### config.mk
export PLATFORM = sky130hd
export DESIGN_NAME = fc_mac_sequencer
export DESIGN_NICKNAME = d
export VERILOG_FILES = /design/src/rtl/fc_mac_sequencer.sv
export SDC_FILE = /design/constraint.sdc
export NUM_CORES = 1
export LEC_CHECK = 0
export ABC_AREA = 1
export CORE_UTILIZATION = 40
export DETAILED_ROUTE_END_ITERATION = 10
export PLACE_DENSITY = 0.69
export SYNTH_ARGS = -nofsm -noshare
export SYNTH_HDL_FRONTEND = slang
export SYNTH_SLANG_ARGS = --single-unit
### constraint.sdc
create_clock -name clk -period 2.1 [get_ports clk]
set_clock_uncertainty 0.05 [all_clocks]
set_input_delay 0.315 -clock clk [delete_from_list [all_inputs] [get_ports clk]]
set_output_delay 0.315 -clock clk [all_outputs]
set_load 0.005 [all_outputs]
### src/rtl/fc_mac_sequencer.sv
// fc_mac_sequencer: sequencer for the 20-lane fully-connected MAC.
// Walks every (neuron, chunk) pair once per run. It issues weight reads
// linearly and input reads one cycle later, so both operands reach the MAC
// together with its registered weight path. It pulses accumulate_reset at
// each neuron boundary. It quantizes each finished neuron sum with ReLU,
// an arithmetic shift and saturation to 0..127.
// Ports:
//   clk, srstn             clock, synchronous active-low reset
//   start / busy / done    run handshake (start ignored while busy)
//   sram_ren_weight/_raddr_weight  weight chunk read, address = global chunk j
//   sram_ren_input/_raddr_input    input chunk read, address = chunk k
//   accumulate_reset       restarts MAC accumulation
//   mac_data_out           MAC accumulator value
//   out_valid/out_index/out_raw/out_data  finished neuron strobe and payload
module fc_mac_sequencer #(
  parameter int unsigned IN_CHUNKS = 40,
  parameter int unsigned OUT_NUM   = 500,
  parameter int unsigned SHIFT     = 8,
  parameter int unsigned WADDR_W   = 15,
  parameter int unsigned IADDR_W   = 6,
  parameter int unsigned OIDX_W    = 9
) (
  input  logic                      clk,
  input  logic                      srstn,
  input  logic                      start,
  output logic                      busy,
  output logic                      done,
  output logic                      sram_ren_weight,
  output logic [WADDR_W-1:0]        sram_raddr_weight,
  output logic                      sram_ren_input,
  output logic [IADDR_W-1:0]        sram_raddr_input,
  output logic                      accumulate_reset,
  input  logic signed [22:0]        mac_data_out,
  output logic                      out_valid,
  output logic [OIDX_W-1:0]         out_index,
  output logic signed [22:0]        out_raw,
  output logic [7:0]                out_data
);

  localparam int unsigned ACC_W = 23;
  localparam logic [IADDR_W-1:0] K_LAST = IADDR_W'(IN_CHUNKS - 1);
  localparam logic [OIDX_W-1:0]  N_LAST = OIDX_W'(OUT_NUM - 1);

  typedef enum logic [1:0] {
    IDLE  = 2'd0,
    ISSUE = 2'd1,
    DRAIN = 2'd2
  } state_t;

  state_t state, state_d;

  // Chunk counters for the chunk being issued this cycle
  logic [IADDR_W-1:0] k, k_d;
  logic [OIDX_W-1:0]  n, n_d;

  logic               ren_w_d;
  logic [WADDR_W-1:0] waddr_d;
  logic               done_d;
  logic               busy_d;

  // Pipeline stages 1..3 following the issue cycle
  logic              s1_v, s1_first, s1_last;
  logic [OIDX_W-1:0] s1_n;
  logic              s2_v, s2_last;
  logic [OIDX_W-1:0] s2_n;
  logic              s3_v, s3_last;
  logic [OIDX_W-1:0] s3_n;

  logic final_out_c;
  logic signed [ACC_W-1:0] shifted_c;

  assign final_out_c = s3_v && s3_last && (s3_n == N_LAST);

  // State register
  always_ff @(posedge clk) begin
    if (!srstn) state <= IDLE;
    else        state <= state_d;
  end

  // Next state and next values of the issue-side registers
  always_comb begin
    state_d = state;
    ren_w_d = 1'b0;
    waddr_d = sram_raddr_weight;
    k_d     = k;
    n_d     = n;
    done_d  = 1'b0;
    case (state)
      IDLE: begin
        if (start) begin
          state_d = ISSUE;
          ren_w_d = 1'b1;
          waddr_d = '0;
          k_d     = '0;
          n_d     = '0;
        end
      end
      ISSUE: begin
        if (k == K_LAST && n == N_LAST) begin
          state_d = DRAIN;
        end else begin
          ren_w_d = 1'b1;
          waddr_d = sram_raddr_weight + WADDR_W'(1);
          if (k == K_LAST) begin
            k_d = '0;
            n_d = n + OIDX_W'(1);
          end else begin
            k_d = k + IADDR_W'(1);
          end
        end
      end
      DRAIN: begin
        // done is held for one cycle; leave DRAIN on that cycle
        if (done)             state_d = IDLE;
        else if (final_out_c) done_d  = 1'b1;
      end
      default: state_d = IDLE;
    endcase
    busy_d = (state_d != IDLE);
  end

  // Issue registers, read pipeline and handshake outputs
  always_ff @(posedge clk) begin
    if (!srstn) begin
      k                 <= '0;
      n                 <= '0;
      busy              <= 1'b0;
      done              <= 1'b0;
      sram_ren_weight   <= 1'b0;
      sram_raddr_weight <= '0;
      sram_ren_input    <= 1'b0;
      sram_raddr_input  <= '0;
      accumulate_reset  <= 1'b1;
      s1_v              <= 1'b0;
      s1_first          <= 1'b0;
      s1_last           <= 1'b0;
      s1_n              <= '0;
      s2_v              <= 1'b0;
      s2_last           <= 1'b0;
      s2_n              <= '0;
      s3_v              <= 1'b0;
      s3_last           <= 1'b0;
      s3_n              <= '0;
    end else begin
      k                 <= k_d;
      n                 <= n_d;
      busy              <= busy_d;
      done              <= done_d;
      sram_ren_weight   <= ren_w_d;
      sram_raddr_weight <= waddr_d;
      // Input read trails the weight read by one cycle
      sram_ren_input    <= sram_ren_weight;
      if (sram_ren_weight) sram_raddr_input <= k;
      s1_v              <= sram_ren_weight;
      s1_first          <= (k == '0);
      s1_last           <= (k == K_LAST);
      s1_n              <= n;
      // Registered from stage 1 so it is aligned with stage 2 (operands at MAC)
      accumulate_reset  <= !s1_v || s1_first;
      s2_v              <= s1_v;
      s2_last           <= s1_last;
      s2_n              <= s1_n;
      s3_v              <= s2_v;
      s3_last           <= s2_last;
      s3_n              <= s2_n;
    end
  end

  // Finished-neuron output: ReLU, shift, saturate to 0..127
  always_comb begin
    out_valid = s3_v && s3_last;
    out_index = s3_n;
    out_raw   = '0;
    out_data  = '0;
    shifted_c = mac_data_out >>> SHIFT;
    if (out_valid) begin
      out_raw = mac_data_out;
      if (!mac_data_out[ACC_W-1]) begin
        if (|shifted_c[ACC_W-1:7]) out_data = 8'd127;
        else                       out_data = {1'b0, shifted_c[6:0]};
      end
    end
  end

endmodule

==> impl_results.md <==
* Run status: finished clean
* Cell leakage power at 2.21 nW
* Family with the most delay on the worst path: buffers and inverters
* Top-level I/O count at 93
* Slowest stage cell on the critical path: sky130_fd_sc_hd__clkdlybuf4s50_1
* Fillcell total at 742
* Top achievable clock speed at 0.486 GHz
* Number of cell rows at 32
* Max-cap violations at 0
* Worst hold path endpoint: out_index[5]
* Combinational Power Share at 9.2%
* Mean instance size in the synthesized netlist at 6.95 um^2
* Deepest clock path buffer count at 2
* Critical Path, Cell by Cell: clkdlybuf4s50_1 > inv_1 > nand4_1 > nor2_4 > a21oi_1 > clkdlybuf4s50_1
* Synthesized-area fraction occupied by xor and xnor cells at 0.788%
* Vias in the first global route at about 2900
* Category of the critical setup timing path: input port to output pin
* Place WS at -127 ps
* Number of distinct library cells after synthesis at 30
* Clock net sink count at 76
* Most common library cell in the layout ignoring fill and taps: sky130_fd_sc_hd__nand2_1
* Psw at 0.000748 W
* Net Sw Frac at 26.8%
* Delay contributed by the slowest stage of the critical path at 440 ps
* Total congestion overflow at 0
* Remaining routing DRC violations at 0
* Yosys warning count at 0
* Wire length of the first global-routing pass at 12500 um
* Detailed-route wire length per cell at 11.2 um
* Most frequent cells in the layout: sky130_fd_sc_hd__nand2_1, sky130_fd_sc_hd__inv_1, sky130_fd_sc_hd__clkdlybuf4s50_1, sky130_fd_sc_hd__dfxtp_1, sky130_fd_sc_hd__nor2_1
* Endpoint type of the worst setup path: output pin
* Antenna-violating nets left at 0
* Worst-case vdd ir drop at 0.309 mV
* Combined area of the multi-input logic cells at between 1000 and 1500 um^2
* Area fraction in compound gates after synthesis at 9.04%
* Count of input and output buffers at 91
* Post-Synth Adder-Cell Area at ~1.5%
* Die span in y at around 93 um
* Post-synthesis net count at 510
* Number of antenna violations at the first check in global routing at 0
* Placed Instances at approximately 670
* Number of buffers created by CTS at 9
* Most frequent cell on the critical path: sky130_fd_sc_hd__clkdlybuf4s50_1
* Final worst-path cycle share at 97.9%
* Ratio of total power to cell area at 606 nW/um^2
* Area taken by flip-flops and latches at 1520 um^2
* CTS clock-pin slew for the worst setup and hold paths at around 90 ps
* Total iterations of the first detailed-routing run at 5
* CP startpoint kind: input port
* Number of instances in the synthesized netlist at 480
* Layout cells sized above 1 at 8.22%
* Number of flip-flops and latches in the synthesized netlist at 76
* Overall routing resource usage at 18.2%
* Fraction of the yosys area taken by sequential cells at 45.6%
* Netlist Area Pre-Place at between 3000 and 4000 um^2
* Routed wire length at 7710 um
* Sequential group share of total power at a little over half
* Simple-gate portion of the synthesized area at 30.5%
* Worst hold start: s2_n[5]
* Multiplexer fraction of the synthesized cell area at 0%
* Reg2reg path depth at 8
* Fraction of the core area covered by cells at the end of the flow at 58.5%
* Total Nets Final at about 600
* Total power of the final layout at 0.00280 W
* Internal at 0.00205 W
* Number of DRC markers after the initial detailed-route iteration at 75
* Final estimated routing congestion in global placement at approximately 0.85
* Post-DP HPWL at 5730 um
* Total of endpoints with negative setup slack in the final report at 0
* Post-layout instance area at 4610 um^2
* Root Driver: sky130_fd_sc_hd__clkbuf_8
* Minimum period implied by the final worst setup slack at 2060 ps
* Count of placed standard cells in the final layout, fillers left out at between 600 and 700
* Clk_lat worst skew at 360 ps
* Area growth syn-to-layout at 38.3%
* Clock tree from TritonCTS: yes
* Clock share of power at 37.5%
* Worst endpoint data arrival time at 1690 ps
* Hold buffer count at CTS at 0
* Class of the worst hold path: flip-flop to flip-flop
* Dominant combinational cell family by area after synthesis: simple AND/OR/NAND/NOR gates
* Worst EP required at 1740 ps
* Area of the core at 7890 um^2
* H-Tree Level Count at 3
* Setup slack of the most critical reg-to-reg path at 170 ps
* Largest net degree at the start of global routing at 45
* Total via count after detailed routing at 3122
* Count of cells along the worst hold path at 2
* RR Endpoint: busy
* Final Hold Vio Count at 0
* Start of the worst register-to-register path: k[1]
* Count of buffer and inverter cells on the critical path at 3
* Placed Area at 4380 um^2
* Inserted Diodes at 0
* Post-DR vias/cell at 4.55
* Chip Width at a little over 90 um
* Overall die area at 8710 um^2
* Final-report max-slew violation count at 0
* Smallest setup slack after layout at 43.6 ps
* Maximum fanout along the worst path at 6
* Initial core utilization at 42.3%
[cell families after synthesis]
group	count (synthesis)
DFF	76
other	1
xor gates and xnor gates	3
AOI/OAI and AO/OA	59
buffers and inverters	106
and+or+nand+nor	231
adders and majority gates	4
[flip-flops by register name (all words and copies together) (netlist names)]
signal / cells
n: 9
s1_n: 9
sram_raddr_input: 6
s2_n: 9
out_index: 9
s1_first: 1
accumulate_reset: 1
s2_last: 1
s1_last: 1
k: 6
busy: 1
s3_last: 1
sram_raddr_weight: 15
s1_v: 1
s2_v: 1
s3_v: 1
state: 2
done: 1
sram_ren_weight: 1
[how the worst max path moves through the flow]
stage | start | endpoint | slack (ps) | cells past startpoint
final | mac_data_out[16] | out_data[4] | 40 | 6
after floorplan | k[0] | sram_raddr_weight[9] | 580 | 9
after CTS | mac_data_out[22] | out_data[5] | 5 | 6
after global routing | mac_data_out[17] | out_data[4] | -3 | 6
after detailed placement | mac_data_out[22] | out_data[5] | -130 | 6
after global placement | mac_data_out[22] | out_data[2] | -80 | 6
[cells in the mapped netlist]
cell / count / area share [%]
sky130_fd_sc_hd__nand4_1: 8 / 1.5
sky130_fd_sc_hd__a21boi_1: 1 / 0.23
sky130_fd_sc_hd__o21ai_2: 1 / 0.26
sky130_fd_sc_hd__nand3_1: 21 / 3.2
sky130_fd_sc_hd__inv_1: 92 / 10
sky130_fd_sc_hd__buf_2: 1 / 0.15
sky130_fd_sc_hd__clkbuf_1: 8 / 0.90
sky130_fd_sc_hd__buf_6: 1 / 0.34
sky130_fd_sc_hd__nor2_1: 69 / 7.8
sky130_fd_sc_hd__xor2_1: 2 / 0.53
sky130_fd_sc_hd__nor4_1: 1 / 0.19
sky130_fd_sc_hd__nand3_4: 2 / 1.1
sky130_fd_sc_hd__o21ai_0: 20 / 3.0
sky130_fd_sc_hd__buf_4: 2 / 0.45
sky130_fd_sc_hd__nand2_1: 112 / 13
sky130_fd_sc_hd__inv_2: 2 / 0.23
sky130_fd_sc_hd__conb_1: 1 / 0.11
sky130_fd_sc_hd__o21ai_1: 3 / 0.45
sky130_fd_sc_hd__nor3b_1: 1 / 0.23
sky130_fd_sc_hd__or2_2: 1 / 0.19
sky130_fd_sc_hd__dfxtp_1: 76 / 46
sky130_fd_sc_hd__nand2_4: 2 / 0.68
sky130_fd_sc_hd__nand2_2: 5 / 0.94
sky130_fd_sc_hd__ha_1: 4 / 1.5
sky130_fd_sc_hd__xnor2_1: 1 / 0.26
sky130_fd_sc_hd__nor4b_1: 1 / 0.26
sky130_fd_sc_hd__nor2_4: 4 / 1.4
sky130_fd_sc_hd__nor2_2: 1 / 0.19
sky130_fd_sc_hd__a21oi_1: 34 / 5.1
sky130_fd_sc_hd__nor3_1: 3 / 0.45
[layout make-up]
| type | count | share of cell area [%] |
|---|---|---|
| clock buffers | 9 | 2.69 |
| clock inverters | 7 | 1.38 |
| inverters | 94 | 7.65 |
| multi-input cells | 298 | 30.7 |
| flip-flops and latches | 76 | 33.0 |
| well taps | 102 | 2.77 |
| repair buffers | 100 | 21.8 |
[repair_timing]
item	CTS	global route
pin swaps	1	2
gates resized for setup	2	10
endpoints found under the setup margin	7	7
buffers inserted	0	2
[power groups by stage]
stage | clock network (W) | registers, W | logic (W)
6_report | 0.00105 | 0.00149 | 0.000258
2_1_floorplan | 0 | 0.00152 | 0.000136
5_1_grt | 0.00114 | 0.00149 | 0.000285
4_1_cts | 0.00109 | 0.00149 | 0.000259
3_5_place_dp | 0 | 0.00152 | 0.000257
3_3_place_gp | 0 | 0.00152 | 0.000255
[metal layers]
layer / vias up / part of all wire [%] / GRT usage (%)
met5: - / 0 / 0
met1: 1349 / 44 / 19.9
met4: 0 / 1.3 / 6.03
met3: 13 / 7.8 / 5.28
met2: 99 / 47 / 33.3
li1: 1661 / - / -
[per-stage QoR]
| step | hold slack [ps] | setup TNS, ps |
|---|---|---|
| finish | 361 | 0 |
| global placement | 343 | -565 |
| global route | 375 | -2.77 |
| floorplan | 340 | 0 |
| detailed placement | 348 | -768 |
| CTS | 359 | 0 |
[worst register-to-register path, stage by stage, from the launching register on]
cell                      delay (ps)
sky130_fd_sc_hd__dfxtp_1         380
sky130_fd_sc_hd__ha_1            200
sky130_fd_sc_hd__nand2_2         100
sky130_fd_sc_hd__nor2_4          130
sky130_fd_sc_hd__nand2_2         100
sky130_fd_sc_hd__nand2_2         110
sky130_fd_sc_hd__nand3_4         210
sky130_fd_sc_hd__nand2_1         290
sky130_fd_sc_hd__o21ai_0         220
(Power assumes the default switching activity.)
